## config.mk

```make
export PLATFORM = sky130hd
export DESIGN_NAME = float_add_pipe_flat
export DESIGN_NICKNAME = d
export VERILOG_FILES = /design/src/rtl/float_add_pipe_if.sv /design/src/rtl/float_add_pipe.sv /design/src/flat_wrapper.sv
export SDC_FILE = /design/constraint.sdc
export NUM_CORES = 1
export LEC_CHECK = 0
export BUFFER_PORTS_ARGS = -buffer_cell sky130_fd_sc_hd__buf_4
export CAP_MARGIN = 0
export CORE_MARGIN = 3
export CORE_UTILIZATION = 43
export DETAILED_ROUTE_END_ITERATION = 10
export SLEW_MARGIN = 10
export SYNTH_ARGS = -nofsm -noshare
export SYNTH_HDL_FRONTEND = slang
export SYNTH_SLANG_ARGS = --single-unit
```

## constraint.sdc

```tcl
create_clock -name clk -period 14.9 [get_ports clk]
set_input_delay 1.49 -clock clk [delete_from_list [all_inputs] [get_ports clk]]
set_output_delay 1.49 -clock clk [all_outputs]
set_load 0.005 [all_outputs]
```

## src/rtl/float_add_pipe_if.sv

```systemverilog
// Operand/result handshake bundle for float_add_pipe.
// The master drives the operands and out_ready; the slave is the adder.
interface float_add_pipe_if #(
  parameter int EXP_W = 5,
  parameter int MAN_W = 10
);
  localparam int W = 1 + EXP_W + MAN_W;

  logic         in_valid;
  logic         in_ready;
  logic [W-1:0] floatA;
  logic [W-1:0] floatB;
  logic         sub;
  logic         out_valid;
  logic         out_ready;
  logic [W-1:0] sum;

  modport master (
    output in_valid, floatA, floatB, sub, out_ready,
    input  in_ready, out_valid, sum
  );

  modport slave (
    input  in_valid, floatA, floatB, sub, out_ready,
    output in_ready, out_valid, sum
  );
endinterface

```

## src/rtl/float_add_pipe.sv

```systemverilog
// Three-stage floating-point adder/subtractor (align, add, normalise/round/pack).
// Define FLOAT_ADD_PIPE_RNE_EN for round-to-nearest-even; otherwise results truncate.
module float_add_pipe #(
  parameter int EXP_W = 5,
  parameter int MAN_W = 10
) (
  input logic             clk,
  input logic             reset,
  float_add_pipe_if.slave bus
);
  localparam int W    = 1 + EXP_W + MAN_W;
  localparam int AW   = MAN_W + 4;   // hidden + mantissa + guard/round/sticky
  localparam int NW   = MAN_W + 5;   // AW plus carry-out
  localparam int EMAX = (1 << EXP_W) - 1;
  localparam logic [EXP_W-1:0] EXP_ONES = '1;

  logic s1_v, s2_v, s3_v;
  logic adv1, adv2, adv3;

  assign adv3 = !s3_v || bus.out_ready;
  assign adv2 = !s2_v || adv3;
  assign adv1 = !s1_v || adv2;
  assign bus.in_ready = !reset && adv1;

  // ---------------- stage 1: classify and align ----------------
  logic             sa, sb;
  logic [EXP_W-1:0] ea, eb;
  logic [MAN_W-1:0] ma, mb;
  logic             za, zb, ia, ib, a_big;

  assign sa = bus.floatA[W-1];
  assign ea = bus.floatA[W-2 -: EXP_W];
  assign ma = bus.floatA[MAN_W-1:0];
  assign sb = bus.floatB[W-1] ^ bus.sub;
  assign eb = bus.floatB[W-2 -: EXP_W];
  assign mb = bus.floatB[MAN_W-1:0];

  assign za    = (ea == '0);
  assign zb    = (eb == '0);
  assign ia    = (ea == EXP_ONES);
  assign ib    = (eb == EXP_ONES);
  assign a_big = ({ea, ma} >= {eb, mb});

  logic         c1_special;
  logic [W-1:0] c1_spec;

  always_comb begin
    c1_special = 1'b1;
    c1_spec    = '0;
    if (ia && ib)
      c1_spec = {(sa & sb), EXP_ONES, {MAN_W{1'b0}}};
    else if (ia)
      c1_spec = {sa, EXP_ONES, {MAN_W{1'b0}}};
    else if (ib)
      c1_spec = {sb, EXP_ONES, {MAN_W{1'b0}}};
    else if (za && zb)
      c1_spec = '0;
    else if (za)
      c1_spec = {sb, eb, mb};
    else if (zb)
      c1_spec = {sa, ea, ma};
    else
      c1_special = 1'b0;
  end

  logic [EXP_W-1:0] big_exp, small_exp;
  logic [AW-1:0]    big_frac, small_frac, aligned, lost;
  logic [31:0]      diff;

  always_comb begin
    big_exp    = a_big ? ea : eb;
    small_exp  = a_big ? eb : ea;
    big_frac   = {1'b1, (a_big ? ma : mb), 3'b000};
    small_frac = {1'b1, (a_big ? mb : ma), 3'b000};
    diff       = 32'(big_exp) - 32'(small_exp);
    lost       = '0;
    // Beyond MAN_W+2 places the whole smaller fraction collapses into sticky.
    if (diff >= 32'(AW - 1)) begin
      aligned = {{(AW-1){1'b0}}, 1'b1};
    end else begin
      aligned    = small_frac >> diff;
      lost       = small_frac & ~({AW{1'b1}} << diff);
      aligned[0] = aligned[0] | (|lost);
    end
  end

  logic             s1_special, s1_sign, s1_sub;
  logic [W-1:0]     s1_spec;
  logic [EXP_W-1:0] s1_exp;
  logic [AW-1:0]    s1_big, s1_small;

  always_ff @(posedge clk) begin
    if (reset) begin
      s1_v <= 1'b0;
    end else if (adv1) begin
      s1_v <= bus.in_valid;
      if (bus.in_valid) begin
        s1_special <= c1_special;
        s1_spec    <= c1_spec;
        s1_sign    <= a_big ? sa : sb;
        s1_sub     <= sa ^ sb;
        s1_exp     <= big_exp;
        s1_big     <= big_frac;
        s1_small   <= aligned;
      end
    end
  end

  // ---------------- stage 2: add / subtract ----------------
  logic [NW-1:0] c2_mag;

  // Larger magnitude is always the minuend, so the difference is non-negative.
  assign c2_mag = s1_sub ? ({1'b0, s1_big} - {1'b0, s1_small})
                         : ({1'b0, s1_big} + {1'b0, s1_small});

  logic             s2_special, s2_sign;
  logic [W-1:0]     s2_spec;
  logic [EXP_W-1:0] s2_exp;
  logic [NW-1:0]    s2_mag;

  always_ff @(posedge clk) begin
    if (reset) begin
      s2_v <= 1'b0;
    end else if (adv2) begin
      s2_v <= s1_v;
      if (s1_v) begin
        s2_special <= s1_special;
        s2_spec    <= s1_spec;
        s2_sign    <= s1_sign;
        s2_exp     <= s1_exp;
        s2_mag     <= c2_mag;
      end
    end
  end

  // ---------------- stage 3: normalise, round, pack ----------------
  int             lead_pos, shl, e_n, e_r;
  logic [NW-1:0]  norm;
  logic           lead_bit, inc;
  logic [MAN_W-1:0] man_t;
  logic [3:0]     grs;
  logic [MAN_W:0] man_r;
  logic [W-1:0]   c3_res;

  always_comb begin
    lead_pos = 0;
    for (int i = 0; i < NW; i++)
      if (s2_mag[i]) lead_pos = i;
    shl  = NW - 1 - lead_pos;
    norm = s2_mag << shl;
    {lead_bit, man_t, grs} = norm;
    e_n = int'(s2_exp) + 1 - shl;
`ifdef FLOAT_ADD_PIPE_RNE_EN
    inc = grs[3] & (grs[2] | (|grs[1:0]) | man_t[0]);
`else
    inc = 1'b0;
`endif
    man_r = {1'b0, man_t} + {{MAN_W{1'b0}}, inc};
    // All-ones mantissa rounding up wraps to zero with one more exponent.
    e_r = e_n + int'(man_r[MAN_W]);

    if (s2_special)
      c3_res = s2_spec;
    else if (!lead_bit)
      c3_res = '0;
    else if (e_n <= 0)
      c3_res = {s2_sign, {(W-1){1'b0}}};
    else if (e_r >= EMAX)
      c3_res = {s2_sign, EXP_ONES, {MAN_W{1'b0}}};
    else
      c3_res = {s2_sign, e_r[EXP_W-1:0], man_r[MAN_W-1:0]};
  end

`ifndef FLOAT_ADD_PIPE_RNE_EN
  logic unused_grs;
  assign unused_grs = ^grs;
`endif

  logic [W-1:0] sum_q;

  always_ff @(posedge clk) begin
    if (reset) begin
      s3_v  <= 1'b0;
      sum_q <= '0;
    end else if (adv3) begin
      s3_v <= s2_v;
      if (s2_v) sum_q <= c3_res;
    end
  end

  assign bus.out_valid = s3_v;
  assign bus.sum       = sum_q;
endmodule

```

## src/flat_wrapper.sv

```systemverilog
// flat-port wrapper written by rule: the top's interface ports become plain ports
module float_add_pipe_flat 
#(
  parameter int EXP_W = 5,
  parameter int MAN_W = 10
)
  (clk, reset, bus_in_valid, bus_floatA, bus_floatB, bus_sub, bus_out_ready, bus_in_ready, bus_out_valid, bus_sum);
  float_add_pipe_if #(.EXP_W(EXP_W), .MAN_W(MAN_W)) bus_i ();
  input logic clk;
  input logic reset;
  input wire logic [$bits(bus_i.in_valid)-1:0] bus_in_valid;
  input wire logic [$bits(bus_i.floatA)-1:0] bus_floatA;
  input wire logic [$bits(bus_i.floatB)-1:0] bus_floatB;
  input wire logic [$bits(bus_i.sub)-1:0] bus_sub;
  input wire logic [$bits(bus_i.out_ready)-1:0] bus_out_ready;
  output wire logic [$bits(bus_i.in_ready)-1:0] bus_in_ready;
  output wire logic [$bits(bus_i.out_valid)-1:0] bus_out_valid;
  output wire logic [$bits(bus_i.sum)-1:0] bus_sum;
  assign bus_i.in_valid = bus_in_valid;
  assign bus_i.floatA = bus_floatA;
  assign bus_i.floatB = bus_floatB;
  assign bus_i.sub = bus_sub;
  assign bus_i.out_ready = bus_out_ready;
  assign bus_in_ready = bus_i.in_ready;
  assign bus_out_valid = bus_i.out_valid;
  assign bus_sum = bus_i.sum;
  float_add_pipe #(.EXP_W(EXP_W), .MAN_W(MAN_W)) u_core (.clk(clk), .reset(reset), .bus(bus_i));
endmodule
```

# Word level (Yosys, flattened, before mapping)
# Index checks and enable logic that the tools add are counted.
word_totals:
  regBits: 105
  in_bits: 37
  out_inout_bits: 18
  elab_cells: 90
classes:
  addsub: 6
  magnitude_cmp: 4
  n_eq_ne: 2
  shift: 3
  mux: 31
  bitwise_logic: 7
  n_reduce_logical: 19
op_table:
  columns: ["operator", "n"]
  rows:
  - ["16-bit 2-to-1 mux", 8]
  - ["15-bit 2-to-1 mux", 3]
  - ["32-bit by 4-bit >= comparator with 1-bit output, second input constant", 1]
  - ["32-bit by 6-bit >= comparator with 1-bit output, second input constant", 1]
  - ["32-bit by 1-bit <= comparator with 1-bit output, second input constant", 1]
  - ["14-bit by 32-bit << shifter with 14-bit output, first input constant", 1]
  - ["15-bit by 32-bit << shifter with 15-bit output", 1]
  - ["14-bit by 32-bit right shift with 14-bit output", 1]
  - ["32-bit subtractor", 1]
  - ["4-bit 2-to-1 mux", 7]
  - ["10-bit 2-to-1 mux", 2]
  - ["14-bit by 14-bit adder with 15-bit output", 1]
  - ["15-bit >= comparator", 1]
  - ["14-bit by 14-bit subtractor with 15-bit output", 1]
  - ["14-bit bitwise AND", 1]
  - ["14-bit NOT", 1]
  - ["14-bit OR reduction", 1]
  - ["3-bit 2-to-1 mux", 4]
  - ["5-bit == test, second input constant", 2]
  - ["5-bit zero test", 2]
  - ["5-bit 2-to-1 mux", 2]
  - ["5-bit by 1-bit adder with 6-bit output, second input constant", 1]
  - ["3-bit AND reduction", 2]
  - ["5-bit by 5-bit subtractor with 6-bit output", 1]
  - ["14 further kinds", 25]

# Logic depth before layout (Yosys ltp)
logic_depth:
  depth_word: 21
  ltp_mapped: 23
  ltp_nobuf: 22

# Worst setup path after synthesis
# No wires, ideal clock.
synth_path:
  kind: "register -> register"
  startpoint: "register u_core.s2_mag[2]"
  endpoint: "register u_core.sum_q[4], in the netlist u_core.bus.sum[4]"
  setup_time_ps: 86
  arrival_ps: 5491
  required_time_ps: 14814
  path_slack_ps: 9324
  path_stages_with_launch: 22
  path_buffers: 0
  synth_period_minus_slack_ps: 5576
  cell_sequence: "edfxtp_1 > nand2b_1 > a21oi_1 > o21bai_1 > a211oi_1 > o21ai_2 > clkinv_1 > ha_1 > nor2b_1 > clkinv_1 > ha_1 > inv_1 > o32ai_1 > o21a_1 > nor2_1 > ha_1 > nand4b_1 > or4_1 > nor4_1 > nand2_1 > nand4b_1 > a211oi_1"
synth_between:
  elab_chain_cells: 20
  elab_cells_between_ends: 22
  classes_between: "add/sub: 2; order compare: 2; shift: 1; mux: 17"
synth_lines:
  columns: ["item", "line_no", "text"]
  rows:
  - ["from (decl)", "float_add_pipe.sv:119", "logic [NW-1:0] s2_mag;"]
  - ["from (signal assigned)", "float_add_pipe.sv:131", "s2_mag <= c2_mag;"]
  - ["2-bit 2-to-1 mux (2 in series)", "float_add_pipe.sv:148", "if (s2_mag[i]) lead_pos = i;"]
  - ["3-bit 2-to-1 mux (4 in series)", "float_add_pipe.sv:148", null]
  - ["4-bit 2-to-1 mux (7 in series)", "float_add_pipe.sv:148", null]
  - ["4-bit by 4-bit subtractor with 5-bit output", "float_add_pipe.sv:149", "shl = NW - 1 - lead_pos;"]
  - ["32-bit subtractor", "float_add_pipe.sv:152", "e_n = int'(s2_exp) + 1 - shl;"]
  - ["32-bit by 6-bit >= comparator with 1-bit output", "float_add_pipe.sv:168", "else if (e_r >= EMAX)"]
  - ["15-bit 2-to-1 mux", "float_add_pipe.sv:168", null]
  - ["15-bit 2-to-1 mux", "float_add_pipe.sv:166", "else if (e_n <= 0)"]
  - ["16-bit 2-to-1 mux *", "float_add_pipe.sv:164", "else if (!lead_bit)"]
  - ["16-bit 2-to-1 mux *", "float_add_pipe.sv:162", "if (s2_special)"]
  - ["to (signal assigned)", "float_add_pipe.sv:187", "if (s2_v) sum_q <= c3_res;"]
  - ["to (decl)", "float_add_pipe.sv:179", "logic [W-1:0] sum_q;"]
# Every way passes the cells marked *; elsewhere a longest branch is shown, timed or not.
# A chain may end at the register's enable or synchronous reset.

# Worst setup path in the final report
layout_path:
  startpoint: "register u_core.s2_mag[2]"
  endpoint: "register u_core.sum_q[1], in the netlist u_core.bus.sum[1]"
# The elaborated chain is that of the path after synthesis.

==> results.md <==
- Post-CTS Resized: 0
- CTS root buffer: clkbuf_16
- 1st-pass router iterations: 5
- Mean post-synth cell area: 9.14 um^2
- Status: finished, final reports clean
- Sw Share: 32.9%
- P_sw: 0.268 mW
- H-tree level count: 3
- Post-synthesis instance total: 865
- Layout area overhead: 11.1%
- Hold crit path type: flop to flop
- Max Slew Vio Count: 0
- Die area: 20100 um^2
- Fraction of layout cells with a size suffix above 1: 11.5%
- Tightest Pin Transition: 1.21 ns
- Post-Place Setup Slack: 8.22 ns
- Clk_lat worst skew: 0.36 ns
- Worst Path Max Fanout: 23
- Buf/Inv on CP: 3
- Leak: 3.31 nW
- Count leader, synth: nor2_1
- Port bufs: 54
- WL final: 20300 um
- Postcts setup bufs: 0
- Slew HR: 18.9%
- Vias in the first global route: 6138
- Crit path required time: 15.18 ns
- Clock Path Buffers: 2
- Die Ht: 142 um
- Comb pwr share: 27.2%
- FP Rows: 48
- Quantity of hold-fixing buffers added after cts: 0
- Via-to-Cell Ratio: 5.95
- Seq/Total Area, Yosys: 37.5%
- Synth top area share: 32.6%
- Initial antenna violation count: 0
- Hold Path Depth: 0
- EDFF count, synth: 86
- Ranking of synthesized cells by area: edfxtp_1 33%, ha_1 9.2%, a21oi_1 5.4%
- Critical path depth in cells: 21
- GRT overflow: 0
- CP most frequent cell: ha_1
- Clock Pin Slew Worst Setup and Hold Paths: 0.08 ns
- Synth cell count leaders: 92 x nor2_1, 86 x a21oi_1, 86 x edfxtp_1, 64 x o21ai_0, 58 x ha_1
- Setup TNS: 0 ns
- Post-synth cell types: 77
- Yosys reg bits: 105
- Crit path cell chain: nand2b_1 -> a21oi_1 -> o21bai_1 -> a211oi_1 -> o21ai_2 -> clkinv_1 -> ha_1 -> nor2b_1 -> clkinv_1 -> ha_1 -> inv_1 -> o32ai_1 -> o21a_1 -> nor2_1 -> ha_1 -> nor4b_1 -> nand4b_1 -> nor4_1 -> nand2_1 -> nor4b_2 -> o2bb2ai_1
- Wirelength per Cell: 18.0 um
- Unrepaired setup endpoints after global routing: no
- Critical path class: flop to flop
- Final Hold Fails: 0
- Worst path slowest cell: ha_1
- Worst IR Drop VDD: 0.0492 mV
- Post-Syn Area: 7910 um^2
- DR vias: 6706
- Clock sink count: 105
- Core Area: 17700 um^2
- First-pass GRT wire length: 32700 um
- Initial core utilization: 44.8%
- Pwr dens: 92.7 nW/um^2
- DRC: 0
- Clk_skew: 0.0186 ns
- Most used DFF post-synth: edfxtp_1
- Post-Syn Nets: 962
- Detailed Route Iter0 Violations: 600
- Dpl hpwl: 15700 um
- Final Setup Violations: 0
- Family with the most delay on the worst path: simple AND/OR/NAND/NOR gates
- Largest net degree at the start of global routing: 49
- Synth warn: 0
- Arrival time of the worst setup path: 7.16 ns
- Clock power frac: 29.8%
- Largest stage delay on the critical path: 0.68 ns
- Minimum clock period after layout: 6.88 ns
- Routed Antenna Nets: 0
- Tcrit/Tclk final: 46.2%
- Fin util: 49.8%
- Worst Setup End Kind: flop
- Nets: 995
- Setup slack after layout: 8.02 ns
- Die width: 142 um
- Power Internal: 0.547 mW
- Worst Reg-to-Reg Cells: 21
- Max-cap violations: 0
- Share of flip-flops with an asynchronous set or reset: 0%
- RD Place Congestion: 0.971
- FMAX: 145 MHz
- GRT Total Usage: 20.2%
- Reg power frac: 43.0%
- # IOs: 55
- Synth area leader: edfxtp_1
- CTS buffer count: 9
- ANT cells: 0
- CTS tree: built
- Setup crit start kind: flop
## through the flow
step,hold WS [ns],instance area [um^2],instances,power (mW)
final,0.422,8790,1128,0.815
after global placement,0.407,8460,1112,0.578
after CTS,0.425,8780,1128,0.817
after detailed placement,0.405,8460,1112,0.575
after global routing,0.429,8790,1128,0.859
after floorplan,0.400,7910,865,0.516
## cell usage in the layout (no fill, tap or decap), types with 9 or more instances in the layout
cell type   n
edfxtp_1   86
nand3_1    23
nor2_1     92
ha_1       58
nor2b_1    12
buf_4      58
o21bai_1    9
o21ai_0    63
a211oi_1   19
a21oi_1    85
dfxtp_1    19
xnor2_1    15
and3_1      9
nand2_1    55
a22oi_1    11
inv_1      49
clkbuf_16   9
a21o_1      9
o211ai_1   12
xor2_1      9
nor3_1     22
mux2i_1    23
## cells by family (layout without fill, tap and decap cells)
| logic type | count (synthesis) | after routing | synth area share [%] |
|---|---|---|---|
| muxes | 34 | 34 | 5.62 |
| buffers and inverters | 90 | 128 | 4.78 |
| xor gates and xnor gates | 25 | 25 | 2.86 |
| AOI/OAI and AO/OA | 278 | 278 | 22.6 |
| DFF | 105 | 105 | 37.5 |
| and+or+nand+nor | 272 | 272 | 16.9 |
| adders and majority gates | 61 | 61 | 9.81 |
## area by class of cell
type	instances	area, um^2
Fill cell	1664	8870
Multi-Input combinational cell	670	4590
Sequential cell	105	2960
Timing Repair Buffer	58	435
Tap cell	225	282
Clock buffer	9	225
Inverter	54	203
Clock inverter	7	91.3
## flip-flops by register name, summed over array words and instances (netlist names), 5 cells and up
register	cells
u_core.s2_spec	16
u_core.s2_mag	15
u_core.s1_big	10
u_core.s2_exp	5
u_core.s1_spec	16
u_core.s1_exp	5
u_core.s1_small	14
u_core.bus.sum	16
## layer usage
layer	vias to the layer above	share of wire, %	track usage, %
met3	35	5.8	2.33
li1	3313	-	-
met4	0	2.6	7.58
met5	-	0	0
met2	276	46	31.1
met1	3082	46	29.3
## power groups by stage
stage          clock network, mW  logic (mW)  registers [mW]
2_1_floorplan                  0       0.164           0.352
3_3_place_gp                   0       0.221           0.357
3_5_place_dp                   0       0.218           0.357
4_1_cts                    0.248       0.219           0.350
5_1_grt                    0.261       0.246           0.352
6_report                   0.243       0.222           0.350
## worst reg2reg max path, stage by stage, from the launching register on
cell	delay, ns
edfxtp_1	0.45
nand2b_1	0.18
a21oi_1	0.15
o21bai_1	0.11
a211oi_1	0.50
o21ai_2	0.27
clkinv_1	0.23
ha_1	0.31
nor2b_1	0.36
clkinv_1	0.66
ha_1	0.68
inv_1	0.11
o32ai_1	0.53
o21a_1	0.23
nor2_1	0.06
ha_1	0.28
nor4b_1	0.26
nand4b_1	0.15
nor4_1	0.33
nand2_1	0.12
nor4b_2	0.67
o2bb2ai_1	0.20
## worst paths after layout
check | from | endpoint | slack (ns)
max | u_core.s2_mag[2]$_DFFE_PP_ | u_core.bus.sum[1]$_SDFFE_PP0P_ | 8.02
min | u_core.s1_spec[5]$_SDFFCE_PP0P_ | u_core.s2_spec[5]$_DFFE_PP_ | 0.42
max reg2reg | u_core.s2_mag[2]$_DFFE_PP_ | u_core.bus.sum[1]$_SDFFE_PP0P_ | 8.02
min reg2reg | u_core.s1_spec[5]$_SDFFCE_PP0P_ | u_core.s2_spec[5]$_DFFE_PP_ | 0.42
(Power assumes the default switching activity.)
